===== src/rtl/instr_prefetch_queue.sv =====
// Instruction prefetch queue: fetches sequential words from a handshaked imem into a
// small {PC, instruction} FIFO. Optional zero-latency bypass under `IPQ_BYPASS_EN.
module instr_prefetch_queue #(
    parameter int                DEPTH    = 4,
    parameter int                ADDR_W   = 8,
    parameter int                INSTR_W  = 16,
    parameter logic [ADDR_W-1:0] RESET_PC = '0
) (
    input  logic                   clk,
    input  logic                   reset,
    output logic                   imem_req,
    output logic [ADDR_W-1:0]      imem_addr,
    input  logic                   imem_ack,
    input  logic [INSTR_W-1:0]     imem_rdata,
    input  logic                   stall,
    input  logic                   flush,
    input  logic                   PC_sel,
    input  logic [ADDR_W-1:0]      branch_target,
    output logic [INSTR_W-1:0]     instruction,
    output logic [ADDR_W-1:0]      PC_out,
    output logic                   valid,
    output logic [$clog2(DEPTH):0] fill_level,
    output logic [1:0]             state_dbg
);

    localparam int PTR_W = $clog2(DEPTH);
    localparam int CNT_W = PTR_W + 1;
    localparam logic [CNT_W-1:0]  DEPTH_C = CNT_W'(DEPTH);
    localparam logic [ADDR_W-1:0] PC_ONE  = ADDR_W'(1);
    localparam logic [PTR_W-1:0]  PTR_ONE = PTR_W'(1);

    typedef enum logic [1:0] {IDLE = 2'd0, REQ = 2'd1, DROP = 2'd2} state_t;

    state_t             state;
    logic [ADDR_W-1:0]  fetch_pc;
    logic [ADDR_W-1:0]  q_pc    [DEPTH];
    logic [INSTR_W-1:0] q_instr [DEPTH];
    logic [PTR_W-1:0]   rd_ptr;
    logic [PTR_W-1:0]   wr_ptr;
    logic [CNT_W-1:0]   count;
    logic [CNT_W-1:0]   count_next;

    logic redirect;
    logic ack_ok;
    logic q_valid;
    logic bypass;
    logic push;
    logic pop;

    // imem handshake: imem_req rises with imem_addr and both hold until the cycle
    // imem_ack=1, which transfers imem_rdata; only one request is ever outstanding.
    assign redirect = PC_sel | flush;
    assign ack_ok   = (state == REQ) && imem_ack && !redirect;
    assign q_valid  = (count != '0);

`ifdef IPQ_BYPASS_EN
    assign bypass = ack_ok && !q_valid;
`else
    assign bypass = 1'b0;
`endif

    // A bypassed word consumed in its ack cycle never enters the queue.
    assign push       = ack_ok && !(bypass && !stall);
    assign pop        = q_valid && !stall && !redirect;
    assign count_next = count + CNT_W'(push) - CNT_W'(pop);

    assign fill_level = count;
    assign state_dbg  = state;

    always_comb begin
        valid       = 1'b0;
        instruction = '0;
        PC_out      = '0;
        if (q_valid) begin
            valid       = 1'b1;
            instruction = q_instr[rd_ptr];
            PC_out      = q_pc[rd_ptr];
        end else if (bypass) begin
            valid       = 1'b1;
            instruction = imem_rdata;
            PC_out      = imem_addr;
        end
    end

    always_ff @(posedge clk) begin
        if (push) begin
            q_pc[wr_ptr]    <= imem_addr;
            q_instr[wr_ptr] <= imem_rdata;
        end
    end

    always_ff @(posedge clk or negedge reset) begin
        if (!reset) begin
            rd_ptr <= '0;
            wr_ptr <= '0;
            count  <= '0;
        end else if (redirect) begin
            rd_ptr <= '0;
            wr_ptr <= '0;
            count  <= '0;
        end else begin
            if (push) wr_ptr <= wr_ptr + PTR_ONE;
            if (pop)  rd_ptr <= rd_ptr + PTR_ONE;
            count <= count_next;
        end
    end

    // In REQ, fetch_pc equals imem_addr; it only advances once the word is accepted.
    always_ff @(posedge clk or negedge reset) begin
        if (!reset) begin
            state     <= IDLE;
            imem_req  <= 1'b0;
            imem_addr <= RESET_PC;
            fetch_pc  <= RESET_PC;
        end else begin
            case (state)
                IDLE: begin
                    if (redirect) begin
                        fetch_pc <= branch_target;
                    end else if (count < DEPTH_C) begin
                        imem_req  <= 1'b1;
                        imem_addr <= fetch_pc;
                        state     <= REQ;
                    end
                end
                REQ: begin
                    if (imem_ack) begin
                        if (redirect) begin
                            imem_req <= 1'b0;
                            fetch_pc <= branch_target;
                            state    <= IDLE;
                        end else begin
                            fetch_pc <= fetch_pc + PC_ONE;
                            if (count_next < DEPTH_C) begin
                                imem_addr <= fetch_pc + PC_ONE;
                            end else begin
                                imem_req <= 1'b0;
                                state    <= IDLE;
                            end
                        end
                    end else if (redirect) begin
                        fetch_pc <= branch_target;
                        state    <= DROP;
                    end
                end
                DROP: begin
                    if (redirect) fetch_pc <= branch_target;
                    if (imem_ack) begin
                        imem_req <= 1'b0;
                        state    <= IDLE;
                    end
                end
                default: begin
                    imem_req <= 1'b0;
                    state    <= IDLE;
                end
            endcase
        end
    end

endmodule


===== config.mk =====
export PLATFORM = sky130hd
export DESIGN_NAME = instr_prefetch_queue
export DESIGN_NICKNAME = d
export VERILOG_FILES = /design/src/rtl/instr_prefetch_queue.sv
export SDC_FILE = /design/constraint.sdc
export NUM_CORES = 1
export LEC_CHECK = 0
export ABC_AREA = 1
export CAP_MARGIN = 20
export CORE_MARGIN = 2
export CORE_UTILIZATION = 45
export CTS_CLUSTER_SIZE = 16
export DETAILED_ROUTE_END_ITERATION = 8
export PLACE_DENSITY = 0.67
export SKIP_CTS_REPAIR_TIMING = 1
export SYNTH_ARGS = -nofsm -noshare
export SYNTH_HDL_FRONTEND = slang
export SYNTH_SLANG_ARGS = --single-unit

===== constraint.sdc =====
create_clock -name clk -period 5 [get_ports clk]
set_clock_uncertainty 0.15 [all_clocks]
set_input_delay 1.5 -clock clk [delete_from_list [all_inputs] [get_ports clk]]
set_output_delay 1.5 -clock clk [all_outputs]
set_load 0.005 [all_outputs]

==> results of run 1 <==
-- power groups by stage --
| stage | logic, W | clock network, W | registers (W) |
|---|---|---|---|
| global route | 0.000569 | 0.00137 | 0.00134 |
| global placement | 0.000488 | 0 | 0.00134 |
| CTS | 0.000509 | 0.00132 | 0.00133 |
| finish | 0.000508 | 0.00131 | 0.00133 |
| floorplan | 0.000305 | 0 | 0.00131 |
| detailed placement | 0.000503 | 0 | 0.00135 |
-- stage by stage --
step / total power [W] / area, um^2 / hold WS (ns) / util, % / setup WS, ns
2_1_floorplan: 0.00161 / 5360 / 0.315 / - / 1.33
3_3_place_gp: 0.00183 / 6230 / 0.311 / 54.1 / 0.621
3_5_place_dp: 0.00185 / 6230 / 0.327 / 54.1 / 0.433
4_1_cts: 0.00316 / 6860 / 0.345 / 59.6 / 0.611
5_1_grt: 0.00328 / 6860 / 0.390 / 59.6 / 0.481
6_report: 0.00314 / 6860 / 0.339 / 59.6 / 0.641
-- sequential cells by signal, indices dropped and copies added, names as in the netlist --
name	count
fill_level	3
fetch_pc	8
imem_req	1
imem_addr	8
q_pc	32
wr_ptr	2
q_instr	64
state_dbg	2
rd_ptr	2
-- logic make-up after synthesis --
logic type               share of synthesized area, %
AND/OR/NAND/NOR                                  17.8
AO/OA/AOI/OAI                                    9.57
buffers and inverters                            3.90
adder cells (fa/ha/maj)                          2.01
XOR/XNOR                                        0.817
flip-flops                                       65.9
-- worst min path at each step --
| stage | to | slack (ns) | cells past startpoint |
|---|---|---|---|
| 2_1_floorplan | imem_req | 0.32 | 2 |
| 3_3_place_gp | imem_req | 0.31 | 2 |
| 3_5_place_dp | imem_req | 0.33 | 2 |
| 4_1_cts | imem_req | 0.34 | 2 |
| 5_1_grt | imem_req | 0.39 | 2 |
| 6_report | imem_req | 0.34 | 2 |
-- cell type report --
type                    count  area [um^2]  share of cell area [%]
inverters                  31          116                    1.70
multi-input cells         342         1640                    23.8
clock buffers              19          433                    6.31
well taps                 143          179                    2.61
clock inverters            12          196                    2.86
repair buffers             78          768                    11.2
flip-flops and latches    122         3530                    51.5
-- synthesized netlist by cell type (all sizes together) --
master  instances  area [um^2]
a21oi          31          155
a22oi           1         7.51
a31oi           1         6.26
buf             8         40.0
clkbuf         14         52.6
clkinv          1         3.75
dfrtp          26          651
edfxtp         96         2880
fa              1         20.0
ha              7         87.6
inv            30          113
nand2          75          287
nand3          24          125
nand4           5         31.3
nor2          123          497
nor3            1         10.0
o211ai          1         7.51
o21ai          64          320
o21bai          1         7.51
o221ai          1         8.76
or2             1         6.26
xnor2           1         8.76
xor2            4         35.0
-- layer usage --
layer	GRT usage [%]	vias up
met5	0	-
li1	-	1912
met3	4.50	10
met1	24.2	1893
met2	33.6	135
met4	6.18	0
-- worst max-delay path, stage by stage (launching register included) --
cell	delay, ns
dfrtp_1	0.35
clkinv_1	0.69
nor2_1	0.33
o21ai_0	0.14
a21oi_1	0.25
clkdlybuf4s50_1	0.55
==> summary.md, run 1 <==
| Metric | Value |
|---|---|
| Highest attainable clock frequency | 0.229 GHz |
| Global-route wire length before repair | 19.4 mm |
| Die boundary height | 113 um |
| Min-delay src | imem_req |
| Met2 Routed Length | 6.05 mm |
| Synthesized instance count | 517 |
| Die width | 113 um |
| Leakage | about 2.6 nW |
| Clock power share | 41.6% |
| Post-synth net total | 555 |
| Data required time at the worst endpoint | 3.35 ns |
| Status | complete, but fails checks |
| Area inside the core boundary | roughly 12000 um^2 |
| Number of cell instances on the worst register-to-register path | 17 |
| Antenna violations before repair | 0 |
| Total DRC errors in the routed layout | 6 |
| Port Buffer Count | 68 |
| Layout Area Growth over Synthesis | 28.0% |
| Overflow left after global routing | 0 |
| Internal power summed over all cells | 0.00231 W |
| Termination of the worst setup path | PC_out[5] |
| Number of global-route vias before repair | 3920 |
| Number of buffers inserted during clock tree synthesis | 17 |
| Mean cell area of the mapped netlist | 10.4 um^2 |
| Max Cap Viol | 0 |
| Period Utilization, post-route | around 87% |
| Hold Path Class | flip-flop to flip-flop |
| Highest fanout seen on the critical path | 26 |
| Min Clock Period, post-route | 4.36 ns |
| Post-CTS clock slew at the launch and capture registers of the worst setup and hold paths | 0.05 ns |
| Part of the total power dissipated in combinational logic | 16.1% |
| Number of setup violations in the final report | 0 |
| Worst flop-to-flop path endpoint | imem_addr[3] |
| Worst Max-Slew Pin Slew | 0.880 ns |
| First-pass iteration count of the detailed router | 7 |
| Net Sw Frac | 26.6% |
| Total GRT Usage | 19.4% |
| Ant. Diodes | 0 |
| Switching component of the power | 0.000837 W |
| Share of post-route cells with drive strength above 1 | 9.77% |
| IO Pins | 69 |
| Antenna viol nets, final | 0 |
| Starting density of the core | 46.6% |
| Largest net degree at the start of global routing | 50 |
| Most common cell after layout, fill and taps aside | nor2_1 |
| Power share of the sequential group | 42.3% |
| Source-to-sink clock delay at the later pin of the worst-skew pair | roughly 0.40 ns |
| Setup TNS | 0 ns |
| Overall die area | 12800 um^2 |
| Routed Wire Length | 12.0 mm |
| Beginning of the critical path | rd_ptr[1] |
| Worst R2R Start | fill_level[1] |
| Register area share after synthesis | 65.9% |
| Initial detailed-routing violation count | 300 |
| Power Dens Cells | 458 nW/um^2 |
| Post-DR wirelength/cell | 16.1 um |
| M1 WL | 5.11 mm |
| Final Max Slew Viols | 0 |
| Number of placement rows | 39 |
| Number of standard cells in the layout, taps in and fillers out | 747 |
| Unrepaired setup endpoints after global routing | no |
| Hpwl dp | 7.41 mm |
| Violated checks | DRC |
| Endpoint kind of the worst setup timing path | output pin |
| Highest metal layer used by the detailed router | met4 |
| Total Nets Final | 630 |
| Highest-count cells in the layout ignoring fill and taps | nor2_1, edfxtp_1, nand2_1 |
| Total count of hold-check failures in the final report | 0 |
| Flop-to-flop setup slack | 1.79 ns |
| Filler instances | 953 |
| Clock tree from TritonCTS | done |
| Kind of launch point of the worst setup path | flip-flop |
| Number of clock sinks seen by CTS | 122 |
| Summed instance area of the synthesized netlist | 5360 um^2 |
| Final weighted congestion in routability-driven placement | 0.910 |
| Cell at the root of the clock tree | clkbuf_16 |
| YS warnings | 0 |
| Relative slew slack | roughly two fifths |
| Vias | a little under 4000 |
| Signal arrival time at the worst endpoint | between 2 and 3 ns |
| Routed met3 length | 752 um |
| Synth Register Bits | 122 |
| Average via count per standard cell | 5.29 |
| Total instance count after detailed placement | about 700 |
| VDD IR max | 364 uV |
| Count of different cell masters after synthesis | 29 |
| CTS Buffer Depth | 2 |
| H-tree levels | 4 |
| Worst Path Class, Setup | flip-flop to output pin |
(Power assumes the default switching activity.)
==> inputs of run 2 (changes only) <==
--- a/config.mk
+++ b/config.mk
@@ -5,7 +5,7 @@
 export SDC_FILE = /design/constraint.sdc
 export NUM_CORES = 1
 export LEC_CHECK = 0
-export ABC_AREA = 1
+export ABC_AREA = 0
 export CAP_MARGIN = 20
 export CORE_MARGIN = 2
 export CORE_UTILIZATION = 45
==> run 2 against run 1 <==
Against the previous run: the flow still finishes with violations (DRC); sequential power fell by 9%; flip-flop and latch count did not move; cell count fell by 23%; global-route usage fell by 2.0 points; combinational power fell by 59%; hold slack improved by 0.056 ns; non-clock buffer count rose by 3; area after synthesis fell by 0.51%; largest power group is now clock.
==> summary.md, run 2 <==
| Metric | Value |
|---|---|
| Dominant cell by count in the synthesized netlist | edfxtp_1 (was nor2_1) |
| Summed instance area of the synthesized netlist | 5340 um^2 (was 5360 um^2) |
| Ant. Diodes | 0 (unchanged) |
| Endpoint kind of the worst setup timing path | flip-flop (was output pin) |
| Crit-path cells | clkdlybuf4s50_1 > or2_1 > nor2_1 > inv_1 > ha_1 > inv_1 > ha_1 > inv_1 > fa_1 > xor2_1 > xnor2_1 > a21o_1 > buf_4 > mux2_4 (was clkinv_1 > nor2_1 > o21ai_0 > a21oi_1 > clkdlybuf4s50_1) |
| List of most frequent post-synthesis cells | edfxtp_1, dfrtp_1, mux4_2, nor2b_1 (was nor2_1, edfxtp_1, nand2_1, o21ai_0, a21oi_1) |
| Post-synth top flop | edfxtp_1 (unchanged) |
| CTS Buffer Depth | 2 (unchanged) |
| Mean cell area of the mapped netlist | 15.8 um^2 (was 10.4 um^2) |
| Met1 Resource Use GR | 23.0% (was 24.2%) |
| Met3 Usage GRT | 4.61% (was 4.50%) |
| Setup slack of the critical path after layout | 0.625 ns (was 0.641 ns) |
| Total DRC errors in the routed layout | 7 (was 6) |
| Total power | 0.00264 W (was 0.00314 W) |
| Met2 Use GR | 28.2% (was 33.6%) |
| Final weighted congestion in routability-driven placement | 0.833 (was 0.910) |
| Post-synth net total | 376 (was 555) |
| Highest-count cells in the layout ignoring fill and taps | edfxtp_1, clkdlybuf4s50_1, dfrtp_1 (was nor2_1, edfxtp_1, nand2_1) |
| Total instance count after detailed placement | 540 (was 716) |
| Data required time at the worst endpoint | 5.13 ns (was 3.35 ns) |
| Period Utilization, post-route | 87.5% (was 87.2%) |
| Cell at the root of the clock tree | clkbuf_16 (unchanged) |
| Power Dens Cells | 389 nW/um^2 (was 458 nW/um^2) |
| Overall die area | 12700 um^2 (was 12800 um^2) |
| Port Buffer Count | 68 (unchanged) |
| Registers with the highest flip-flop counts | q_instr (64), q_pc (32) (unchanged) |
| Clock tree from TritonCTS | done (unchanged) |
| Signal arrival time at the worst endpoint | 4.51 ns (was 2.71 ns) |
| Average via count per standard cell | 5.52 (was 5.29) |
| Highest attainable clock frequency | 0.229 GHz (about the same) |
| Critical path buffers and inverters | 5 (was 2) |
| Most used cell, CP | inv_1 |
| Initial detailed-routing violation count | 233 (was 300) |
| Hpwl dp | 6.51 mm (was 7.41 mm) |
| Number of setup violations in the final report | 0 (unchanged) |
| Die width | 113 um (about the same) |
| IO Pins | 69 (unchanged) |
| Vias | 3155 (was 3950) |
| Number of clock sinks seen by CTS | 122 (unchanged) |
| Total count of hold-check failures in the final report | 0 (unchanged) |
| First-pass iteration count of the detailed router | 7 (unchanged) |
| Total Nets Final | 454 (was 630) |
| Number of placement rows | 39 (unchanged) |
| Violated checks | DRC (unchanged) |
| Min Clock Period, post-route | 4.37 ns (was 4.36 ns) |
| Register name with the most flops | q_instr (unchanged) |
| Maximum single-stage delay on the critical path | 0.50 ns (was 0.69 ns) |
| YS warnings | 0 (unchanged) |
| H-tree levels | 4 (unchanged) |
| Final Max Slew Viols | 0 (unchanged) |
| Filler instances | 908 (was 953) |
| Count of different cell masters after synthesis | 51 (was 29) |
| Unrepaired setup endpoints after global routing | no (unchanged) |
| VDD IR max | 197 uV (was 364 uV) |
| Worst Max-Slew Pin Slew | 0.951 ns (was 0.880 ns) |
| Register area share after synthesis | 66.2% (was 65.9%) |
| Setup TNS | 0 ns (unchanged) |
| Leakage | 2.35 nW (was 2.64 nW) |
| Proportion of synthesized flip-flops having asynchronous set or reset | 21.3% (unchanged) |
| Antenna violations before repair | 0 (unchanged) |
| Global-route wire length before repair | 16.9 mm (was 19.4 mm) |
| Layer carrying the most global-route usage | met2 (unchanged) |
| Kind of launch point of the worst setup path | input pin (was flip-flop) |
| Gate family responsible for the most delay along the worst path | buffers and inverters (unchanged) |
| Area fraction of the dominant cell type after synthesis | 54.0% (was 53.8%) |
| Most common cell after layout, fill and taps aside | edfxtp_1 (was nor2_1) |
| Hold Path Class | flip-flop to flip-flop (unchanged) |
| Die boundary height | 113 um (about the same) |
| Cell taking the most area after synthesis | edfxtp_1 (unchanged) |
| Status | complete, but fails checks (unchanged) |
| Post-CTS clock slew at the launch and capture registers of the worst setup and hold paths | 0.05 ns (about the same) |
| Overflow left after global routing | 0 (unchanged) |
| Number of global-route vias before repair | 3229 (was 3920) |
| Post-DR wirelength/cell | 18.6 um (was 16.1 um) |
| Highest fanout seen on the critical path | 8 (was 26) |
| Slowest cell on crit path | clkdlybuf4s50_1 (was clkinv_1) |
| Share of post-route cells with drive strength above 1 | 18.2% (was 9.77%) |
| Final hold slack | 0.395 ns (was 0.339 ns) |
| Layout Area Growth over Synthesis | 27.3% (was 28.0%) |
| Total GRT Usage | 17.4% (was 19.4%) |
| Relative slew slack | 36.6% (was 41.0%) |
| Routed Wire Length | 10.7 mm (was 12.0 mm) |
| Starting density of the core | 46.3% (was 46.6%) |
| Pre-CTS WS | 0.223 ns (was 0.433 ns) |
| Area inside the core boundary | 11500 um^2 (unchanged) |
| Number of synthesized flops with an enable pin | 96 (unchanged) |
| Antenna viol nets, final | 0 (unchanged) |
| Number of flip-flops under the largest register name | 64 (unchanged) |
| Largest net degree at the start of global routing | 30 (was 50) |
| Most area-consuming cells after synthesis | edfxtp_1, dfrtp_1, mux4_2 (was edfxtp_1, dfrtp_1, nor2_1) |
| Synthesized instance count | 338 (was 517) |
| Max Cap Viol | 0 (unchanged) |
| Number of standard cells in the layout, taps in and fillers out | 572 (was 747) |
| Worst Path Class, Setup | input pin to flip-flop (was flip-flop to output pin) |
| Source-to-sink clock delay at the later pin of the worst-skew pair | 0.40 ns (about the same) |
| Synth Register Bits | 122 (unchanged) |
| Number of buffers inserted during clock tree synthesis | 17 (unchanged) |
## run 2: tightest hold or removal path, delay by kind of cell, from the launching register on
| kind | cells | cell delay [ns] |
|---|---|---|
| AND/OR/NAND/NOR | 1 | 0.06 |
| flip-flops | 1 | 0.38 |
| AO/OA/AOI/OAI | 1 | 0.06 |
## run 2: final timing paths
check / cells past startpoint / slack (ns) / end / from
max reg2reg: 13 / 1.59 / imem_addr[4] / state_dbg[1]
min in group asynchronous: 2 / 1.32 / fetch_pc[0] / reset
min: 2 / 0.39 / imem_req / imem_req
max in group asynchronous: 2 / 3.09 / rd_ptr[0] / reset
min reg2reg: 2 / 0.39 / imem_req / imem_req
max: 14 / 0.63 / imem_addr[4] / flush
## run 2: kinds of logic (layout without fill, tap and decap cells)
| group | Yosys count | count (layout) | share of synthesized area (%) |
|---|---|---|---|
| AO/OA/AOI/OAI | 43 | 43 | 5.61 |
| flip-flops | 122 | 122 | 66.2 |
| adder cells (fa/ha/maj) | 8 | 8 | 2.02 |
| AND/OR/NAND/NOR | 91 | 91 | 9.19 |
| XOR/XNOR | 11 | 11 | 1.81 |
| multiplexers | 33 | 33 | 12.6 |
| buffers and inverters | 30 | 121 | 2.56 |
## run 2: power by group
| group | internal (W) | leakage [nW] | total [W] | switching (W) |
|---|---|---|---|---|
| sequential | 0.00116 | 1.18 | 0.00121 | 0.0000571 |
| clock | 0.000790 | 0.293 | 0.00122 | 0.000431 |
| combinational | 0.000126 | 0.882 | 0.000208 | 0.0000817 |
| total | 0.00207 | 2.35 | 0.00264 | 0.000570 |
## run 2: area by class of cell
cell class / instances / area, um^2 / area share [%]
inverter: 8 / 30.0 / 0.442
multi-input combinational: 186 / 1670 / 24.6
clock inverter: 12 / 165 / 2.43
sequential: 122 / 3530 / 52.0
timing repair buffer: 81 / 778 / 11.5
clock buffer: 20 / 437 / 6.43
tap: 143 / 179 / 2.63
## run 2: per-stage QoR
step	util, %	cell area [um^2]
final	59.0	6790
after global routing	59.0	6790
after detailed placement	53.8	6190
after CTS	59.0	6790
after global placement	53.8	6190
after floorplan	-	5340
## run 2: routing by layer
layer | vias to the layer above | wire length (um) | share of wire, %
met1 | 1573 | 4650 | 44
met2 | 117 | 5160 | 48
met4 | 0 | 158 | 1.5
met5 | - | 0 | 0
li1 | 1451 | - | -
met3 | 14 | 690 | 6.5
==> inputs of run 3 (changes only) <==
--- a/config.mk
+++ b/config.mk
@@ -9,6 +9,7 @@
 export CAP_MARGIN = 20
 export CORE_MARGIN = 2
 export CORE_UTILIZATION = 45
+export CTS_CLUSTER_DIAMETER = 120
 export CTS_CLUSTER_SIZE = 16
 export DETAILED_ROUTE_END_ITERATION = 8
 export PLACE_DENSITY = 0.67
==> results of run 3 <==
Same layout as run 2: the final DEF is identical, and so are final timing and power.
